==> config.mk <==
export PLATFORM = sky130hd
export DESIGN_NAME = sram_pixel_arbiter
export DESIGN_NICKNAME = d
export VERILOG_FILES = /design/src/rtl/sram_pixel_arbiter.sv
export SDC_FILE = /design/constraint.sdc
export NUM_CORES = 1
export LEC_CHECK = 0
export ABC_AREA = 1
export CAP_MARGIN = 15
export CORE_MARGIN = 2
export CORE_UTILIZATION = 43
export DETAILED_ROUTE_END_ITERATION = 7
export PLACE_DENSITY = 0.87
export SLEW_MARGIN = 20
export SYNTH_ARGS = -nofsm -noshare
export SYNTH_HDL_FRONTEND = slang
export SYNTH_SLANG_ARGS = --single-unit
==> constraint.sdc <==
create_clock -name i_clk -period 1.3 [get_ports i_clk]
set_input_delay 0.13 -clock i_clk [delete_from_list [all_inputs] [get_ports i_clk]]
set_output_delay 0.13 -clock i_clk [all_outputs]
set_load 0.05 [all_outputs]
==> src/rtl/sram_pixel_arbiter.sv <==
// Shares one 16-bit frame SRAM between display (read-only, priority) and painter (read/write).
// Each pixel is stored as a two-word pair; a granted access always runs two SRAM cycles.
module sram_pixel_arbiter #(
    parameter int IDX_W           = 19,
    parameter int MAX_DISP_STREAK = 4
) (
    input  logic             i_clk,
    input  logic             i_rst_n,
    input  logic             i_disp_req,
    input  logic [IDX_W-1:0] i_disp_idx,
    output logic             o_disp_gnt,
    output logic             o_disp_valid,
    output logic [23:0]      o_disp_pixel,
    input  logic             i_pnt_req,
    input  logic             i_pnt_we,
    input  logic [IDX_W-1:0] i_pnt_idx,
    input  logic [23:0]      i_pnt_wdata,
    output logic             o_pnt_gnt,
    output logic             o_pnt_rvalid,
    output logic [23:0]      o_pnt_rdata,
    output logic [IDX_W:0]   o_sram_addr,
    output logic [15:0]      o_sram_wdata,
    output logic             o_sram_dq_oe,
    input  logic [15:0]      i_sram_rdata,
    output logic             o_sram_ce_n,
    output logic             o_sram_oe_n,
    output logic             o_sram_we_n,
    output logic             o_sram_lb_n,
    output logic             o_sram_ub_n
);

    typedef enum logic [2:0] {IDLE, RD_W0, RD_W1, WR_W0, WR_W1} state_t;

    localparam int STREAK_W = $clog2(MAX_DISP_STREAK + 1);
    localparam logic [STREAK_W-1:0] STREAK_MAX = STREAK_W'(MAX_DISP_STREAK);

    state_t              state;
    logic [IDX_W-1:0]    idx_q;
    logic                owner_pnt_q;
    logic [15:0]         wdata_w1_q;
    logic [12:0]         w0_q;
    logic [STREAK_W-1:0] streak;

    logic        idle, pnt_wins, disp_gnt, pnt_gnt;
    logic [23:0] rd_pixel;
    logic        unused_rdata;

    function automatic logic [15:0] pack_w0(input logic [23:0] p);
        return {1'b0, p[15:11], p[23:16], 2'b00};
    endfunction

    function automatic logic [15:0] pack_w1(input logic [23:0] p);
        return {1'b0, p[10:8], 2'b00, p[7:0], 2'b00};
    endfunction

    assign idle     = (state == IDLE);
    assign pnt_wins = i_pnt_req && (!i_disp_req || streak == STREAK_MAX);
    assign disp_gnt = idle && i_disp_req && !pnt_wins;
    assign pnt_gnt  = idle && pnt_wins;

    assign o_disp_gnt = disp_gnt;
    assign o_pnt_gnt  = pnt_gnt;

    // w0_q keeps {w0[14:10], w0[9:2]}; the word pair only carries 24 useful bits
    assign rd_pixel     = {w0_q[7:0], w0_q[12:8], i_sram_rdata[14:12], i_sram_rdata[9:2]};
    assign unused_rdata = ^{i_sram_rdata[15], i_sram_rdata[11:10], i_sram_rdata[1:0]};

    // Strobes come straight from the state register so reset releases the bus at once
    assign o_sram_ce_n  = idle;
    assign o_sram_lb_n  = idle;
    assign o_sram_ub_n  = idle;
    assign o_sram_oe_n  = !(state == RD_W0 || state == RD_W1);
    assign o_sram_we_n  = !(state == WR_W0 || state == WR_W1);
    assign o_sram_dq_oe = (state == WR_W0 || state == WR_W1);

    always_ff @(posedge i_clk or negedge i_rst_n) begin
        if (!i_rst_n) begin
            state        <= IDLE;
            idx_q        <= '0;
            owner_pnt_q  <= 1'b0;
            wdata_w1_q   <= '0;
            w0_q         <= '0;
            streak       <= '0;
            o_sram_addr  <= '0;
            o_sram_wdata <= '0;
            o_disp_valid <= 1'b0;
            o_disp_pixel <= '0;
            o_pnt_rvalid <= 1'b0;
            o_pnt_rdata  <= '0;
        end else begin
            o_disp_valid <= 1'b0;
            o_pnt_rvalid <= 1'b0;

            if (pnt_gnt)
                streak <= '0;
            else if (disp_gnt && i_pnt_req)
                streak <= (streak == STREAK_MAX) ? streak : streak + STREAK_W'(1);
            else if (idle && !i_pnt_req)
                streak <= '0;

            case (state)
                IDLE: begin
                    if (disp_gnt) begin
                        idx_q       <= i_disp_idx;
                        owner_pnt_q <= 1'b0;
                        o_sram_addr <= {i_disp_idx, 1'b0};
                        state       <= RD_W0;
                    end else if (pnt_gnt) begin
                        idx_q       <= i_pnt_idx;
                        owner_pnt_q <= 1'b1;
                        o_sram_addr <= {i_pnt_idx, 1'b0};
                        if (i_pnt_we) begin
                            o_sram_wdata <= pack_w0(i_pnt_wdata);
                            wdata_w1_q   <= pack_w1(i_pnt_wdata);
                            state        <= WR_W0;
                        end else begin
                            state <= RD_W0;
                        end
                    end
                end
                RD_W0: begin
                    w0_q        <= {i_sram_rdata[14:10], i_sram_rdata[9:2]};
                    o_sram_addr <= {idx_q, 1'b1};
                    state       <= RD_W1;
                end
                RD_W1: begin
                    if (owner_pnt_q) begin
                        o_pnt_rdata  <= rd_pixel;
                        o_pnt_rvalid <= 1'b1;
                    end else begin
                        o_disp_pixel <= rd_pixel;
                        o_disp_valid <= 1'b1;
                    end
                    state <= IDLE;
                end
                WR_W0: begin
                    o_sram_addr  <= {idx_q, 1'b1};
                    o_sram_wdata <= wdata_w1_q;
                    state        <= WR_W1;
                end
                WR_W1: state <= IDLE;
                default: state <= IDLE;
            endcase
        end
    end

endmodule

Yosys cells after proc, flatten, opt, wreduce, memory -nomap -nowiden
Cells that the tools add are included.
Operators by class
  add/sub/neg operators: 1
  equality and inequality tests: 10
  multiplexer cells: 23
  bitwise operators: 2
  reductions and logical operators: 27
Operator list (count)
  $mux W16: 3
  $mux W20: 2
  $pmux W20 S2: 1
  $mux W19: 2
  $pmux W16 S2: 1
  $mux W3: 6
  $reduce_and A2 Y1: 5
  $pmux W3 S3: 1
  $reduce_and A4 Y1: 2
  $eq A3 B2 Y1 const B: 2
  $eq A3 B3 Y1 const B: 2
  $logic_and A1 B1 Y1: 6
  $mux W1: 6
  $ne A2 B2 Y1 const B: 3
  $reduce_bool A2 Y1: 3
  $logic_not A1 Y1: 5
  $add A3 B1 Y3 const B: 1
  $eq A3 B1 Y1 const B: 1
  $logic_not A3 Y1: 1
  $logic_or A1 B1 Y1: 3
  $ne A3 B2 Y1 const B: 1
  $ne A3 B3 Y1 const B: 1
  $reduce_bool A3 Y1: 1
  $mux W2: 1
  2 further kinds: 3
Word-level totals
  bits in registers: 136
  input bits: 83
  output and inout bits: 94

Logic depth before layout (Yosys ltp)
  word-level depth: 8
  gate-level depth with buffers: 12

Worst setup path after synthesis
Ideal clock, no wire load.
  kind: register to output
  start point: register state[2]
  end point: output port o_sram_dq_oe
  arrival: 1.899 ns
  data required time: 1.170 ns
  slack: -0.729 ns
  cell stages (with the launch flop): 6
  buffers on the path: 0
  path through: dfrtp_1 -> inv_1 -> nand2_2 -> nor2_4 -> a21oi_1 -> inv_1
On the way
  cells in the longest elaborated chain, start to end: 2
  elaborated cells between the ends (all ways): 3
  those cells by class: 2 x eq/ne; 1 x reduce/logical
RTL lines
  start: declaration: RTL line 37  | state_t state;
  start signal: assignment: RTL line 78  | state <= IDLE;
  start signal: assignment: RTL line 107  | state <= RD_W0;
  start signal: assignment: RTL line 115  | state <= WR_W0;
  $eq A3 B2 Y1 or $eq A3 B3 Y1 (tied branches): RTL line 74  | assign o_sram_dq_oe = (state == WR_W0 || state == WR_W1);
  $logic_or A1 B1 Y1 (*): RTL line 74
  end: declaration: RTL line 23  | output logic o_sram_dq_oe,
Every way passes the cells marked *; elsewhere a longest branch is shown, timed or not.

Final worst setup path
  start point: register state[0]
  end point: register idx_q[2]
On the way
  cells in the longest elaborated chain, start to end: 5
  elaborated cells between the ends (all ways): 7
  those cells by class: 1 x mux; 6 x reduce/logical
RTL lines
  $logic_not A3 Y1 (*): RTL line 56, 101
  $logic_and A1 B1 Y1 (2 in a row): RTL line 58  | assign disp_gnt = idle && i_disp_req && !pnt_wins;
  $reduce_bool A2 Y1 (no source line)
  $reduce_and A2 Y1 (no source line)
  end signal: assignment: RTL line 104  | idx_q <= i_disp_idx;
  end signal: assignment: RTL line 109  | idx_q <= i_pnt_idx;
  end: declaration: RTL line 38  | logic [IDX_W-1:0] idx_q;
Marks and branches as above.
A chain may end at the register's enable or synchronous reset.

==> results.cfg <==
[timing]
tns_ns = -55.01
clock-skew-final_ns = 0.0101
hold_viol_final = 0
maxSlewViolCount = 0
rsz0062_at_grt = yes
hold_slack_ns = 0.137
timing.final.crit_share_pct = 142
period_needed_ns = 1.84
setup_violations = 139
fmax_ghz = 0.543
fin_ws_ns = -0.541

[worst_setup_path]
crit_buf_inv = 7
reg2reg_depth = 12
cp_data_required_time_ns = 1.62
critical_path.max_stage_delay_ns = 0.43
crit_arrival_ns = 2.16
reg2reg_slack_ns = -0.54
slowest_stage = dfrtp_1
path_max_fanout = 10
reg2reg_to = idx_q[2]
start_kind = flip-flop
crit_family = buffers and inverters
r2r_start = state[0]
worstSetupEndpointType = flip-flop
path_cells = nor2_4 -> buf_6 -> nand2_4 -> buf_6 -> inv_8 -> buf_4 -> o21ai_2 -> inv_2 -> buf_12 -> buf_16 -> nand2_1 -> nand2_1
criticalPathCategory = flip-flop to flip-flop

[power_and_ir_drop]
peakVddDrop_mv = 2.08
leakage_nw = 5.62
power_mw = 37.8
p_int_mw = 20.3
pwr_density_cell_nw_per_um2 = 3200
pwr-share-seq_pct = 22.9
p_sw_share_pct = 46.3
p_switching_mw = 17.5
p_clk_share_pct = 13.4
combPwrFrac_pct = 63.8

[clocking]
cts.clk_slew.worst_paths_ns = 0.06
clk_latency_ns = 0.43
numClockSinks = 133
clk_path_buf_depth = 2
cts-root-buf = clkbuf_16
htree_num_levels = 4
tritoncts = built
cts_buffers = 17

[layout]
multi_input_comb_area_sq_um = 3210
diodes = 0
drive_gt1_share_pct = 46.7
stdcell_area_sq_um = 11800
fillers = 491
final_nets = 1049
final_cells = 1153
final_util_pct = 89.4
ff_latch_area_sq_um = 3330
area_growth_pct = 103

[place]
dp_worst_setup_slack_ns = -0.318
gp_congestion = 0.809
portBuffers = 170
dpl_cell_area_sq_um = 9010
dpl.cell_count = 1054
dp_hpwl_mm = 12.2

[grt]
grt_util_all_layers_pct = 31.3
antenna_found_initial = 0
gr-total-overflow = 0
grt_max_degree = 44
grt_pass1_vias = 6413
grt_pass1_wl_mm = 34.8

[outcome]
status = finished, violations left
violations = negative setup slack

[drt]
drtPass1Iterations = 5
drc_errors = 0
routed-wl-met2_mm = 14.4
wl_met1_mm = 9.51
ant_nets = 0
routed-via-count = 6625
drt_iter0_drc = 630
routed_wl_mm = 27.7
via_per_inst = 5.75
routed.top_layer = met4
wire_per_inst_um = 24.1
wl_met3_mm = 2.08

[floorplanning]
die-area_sq_um = 14500
start_util_pct = 44.1
rows = 42
boundaryPins = 177
die_width_um = 121
core_sq_um = 13200
die_h_um = 121

[worst_hold_path]
hp-class = input port to asynchronous set/reset pin

[synth]
syn_area_per_cell_sq_um = 8.27
synth_cells = 706
ys_async_sr_fraction_pct = 100
synth_most_common_cell = nand2_1
synth_top_area_share_pct = 57.0
synth-edff-count = 0
synth.cell_area_sq_um = 5840
seq_area_frac_synth_pct = 57.0
synthDistinctLibCells = 23
yosysWarnings = 0
synth_area_leaders = dfrtp_1, nand2_1, nand3_1, o21ai_0, a21oi_1
synth-main-ff-cell = dfrtp_1
synth.largest_area_cell = dfrtp_1
ys_ff_latch = 133
ys_top_cells_by_count = nand2_1, dfrtp_1, nand3_1, o21ai_0, inv_1

[job]
maxCapViolCount = 0
## sequential cells by signal, indices dropped and copies added, names as in the netlist, 3 cells and up
| name | cells |
|---|---|
| idx_q | 19 |
| o_disp_pixel | 24 |
| o_pnt_rdata | 24 |
| o_sram_addr | 20 |
| o_sram_wdata | 13 |
| state | 3 |
| streak | 3 |
| w0_q | 13 |
| wdata_w1_q | 11 |
## routing by layer
layer  vias to the layer above  track usage, %
met3                       152            7.41
met5                         -               0
met1                      3279            35.7
met4                         0            16.1
met2                       447            54.5
li1                       2747               -
## cells in the final DEF (no fill, tap or decap), types with 9 or more instances in the layout
cell type | synthesis | routed
nand3_1 | 53 | 25
nand3_2 | 0 | 26
inv_1 | 41 | 36
nor2_1 | 34 | 23
o21ai_2 | 1 | 54
o21ai_1 | 23 | 11
nand2_2 | 6 | 33
a21oi_2 | 0 | 11
o21ai_0 | 50 | 9
dfrtp_1 | 133 | 133
buf_4 | 7 | 35
nand2_4 | 0 | 54
buf_12 | 0 | 111
buf_6 | 2 | 27
nand2_1 | 266 | 180
buf_16 | 0 | 12
a21oi_1 | 32 | 16
clkbuf_16 | 0 | 27
nor2_4 | 3 | 13
clkdlybuf4s50_1 | 0 | 78
## worst max-delay path by stage
stage | start | slack [ns] | to | cells past startpoint
after global placement | i_disp_req | -0.26 | o_sram_addr[6] | 9
final | state[0] | -0.54 | idx_q[2] | 12
after detailed placement | i_disp_req | -0.32 | o_sram_addr[4] | 8
after CTS | streak[1] | -0.51 | o_disp_gnt | 9
after global routing | state[0] | -0.57 | idx_q[18] | 12
after floorplan | streak[0] | -0.34 | o_sram_wdata[10] | 12
## power by group through the flow
stage	clock network, mW	registers, mW	logic, mW
6_report	5.06	8.66	24.1
4_1_cts	4.98	8.00	20.2
3_5_place_dp	0	7.96	17.9
5_1_grt	5.22	8.79	25.0
3_3_place_gp	0	7.86	17.4
2_1_floorplan	0	11.4	5.44
## area by class of cell
class | count | share of cell area [%]
multi-input cells | 483 | 27.1
well taps | 176 | 1.86
repair inverters | 1 | 0.0740
flip-flops and latches | 133 | 28.1
clock inverters | 12 | 1.29
repair buffers | 278 | 35.7
inverters | 50 | 2.00
clock buffers | 20 | 3.86
## logic make-up (layout without fill, tap and decap cells)
family | after synthesis | count (layout) | synth area share (%)
xor gates and xnor gates | 1 | 1 | 0.150
AOI/OAI and AO/OA | 107 | 107 | 9.28
adders and majority gates | 2 | 2 | 0.428
other | 1 | 3 | 0.0642
buffers and inverters | 93 | 361 | 7.24
and+or+nand+nor | 369 | 370 | 25.8
DFF | 133 | 133 | 57.0
## timing repair
action                                  4_1_cts  5_1_grt
endpoints found under the setup margin      136      139
hold buffers                                  1        0
setup buffers                                32       17
cloned                                       13       14
gates resized for setup                     123      236
pin swaps                                    40       19
hold endpoints to repair                    133        0
Power figures use the tool's default switching activity.
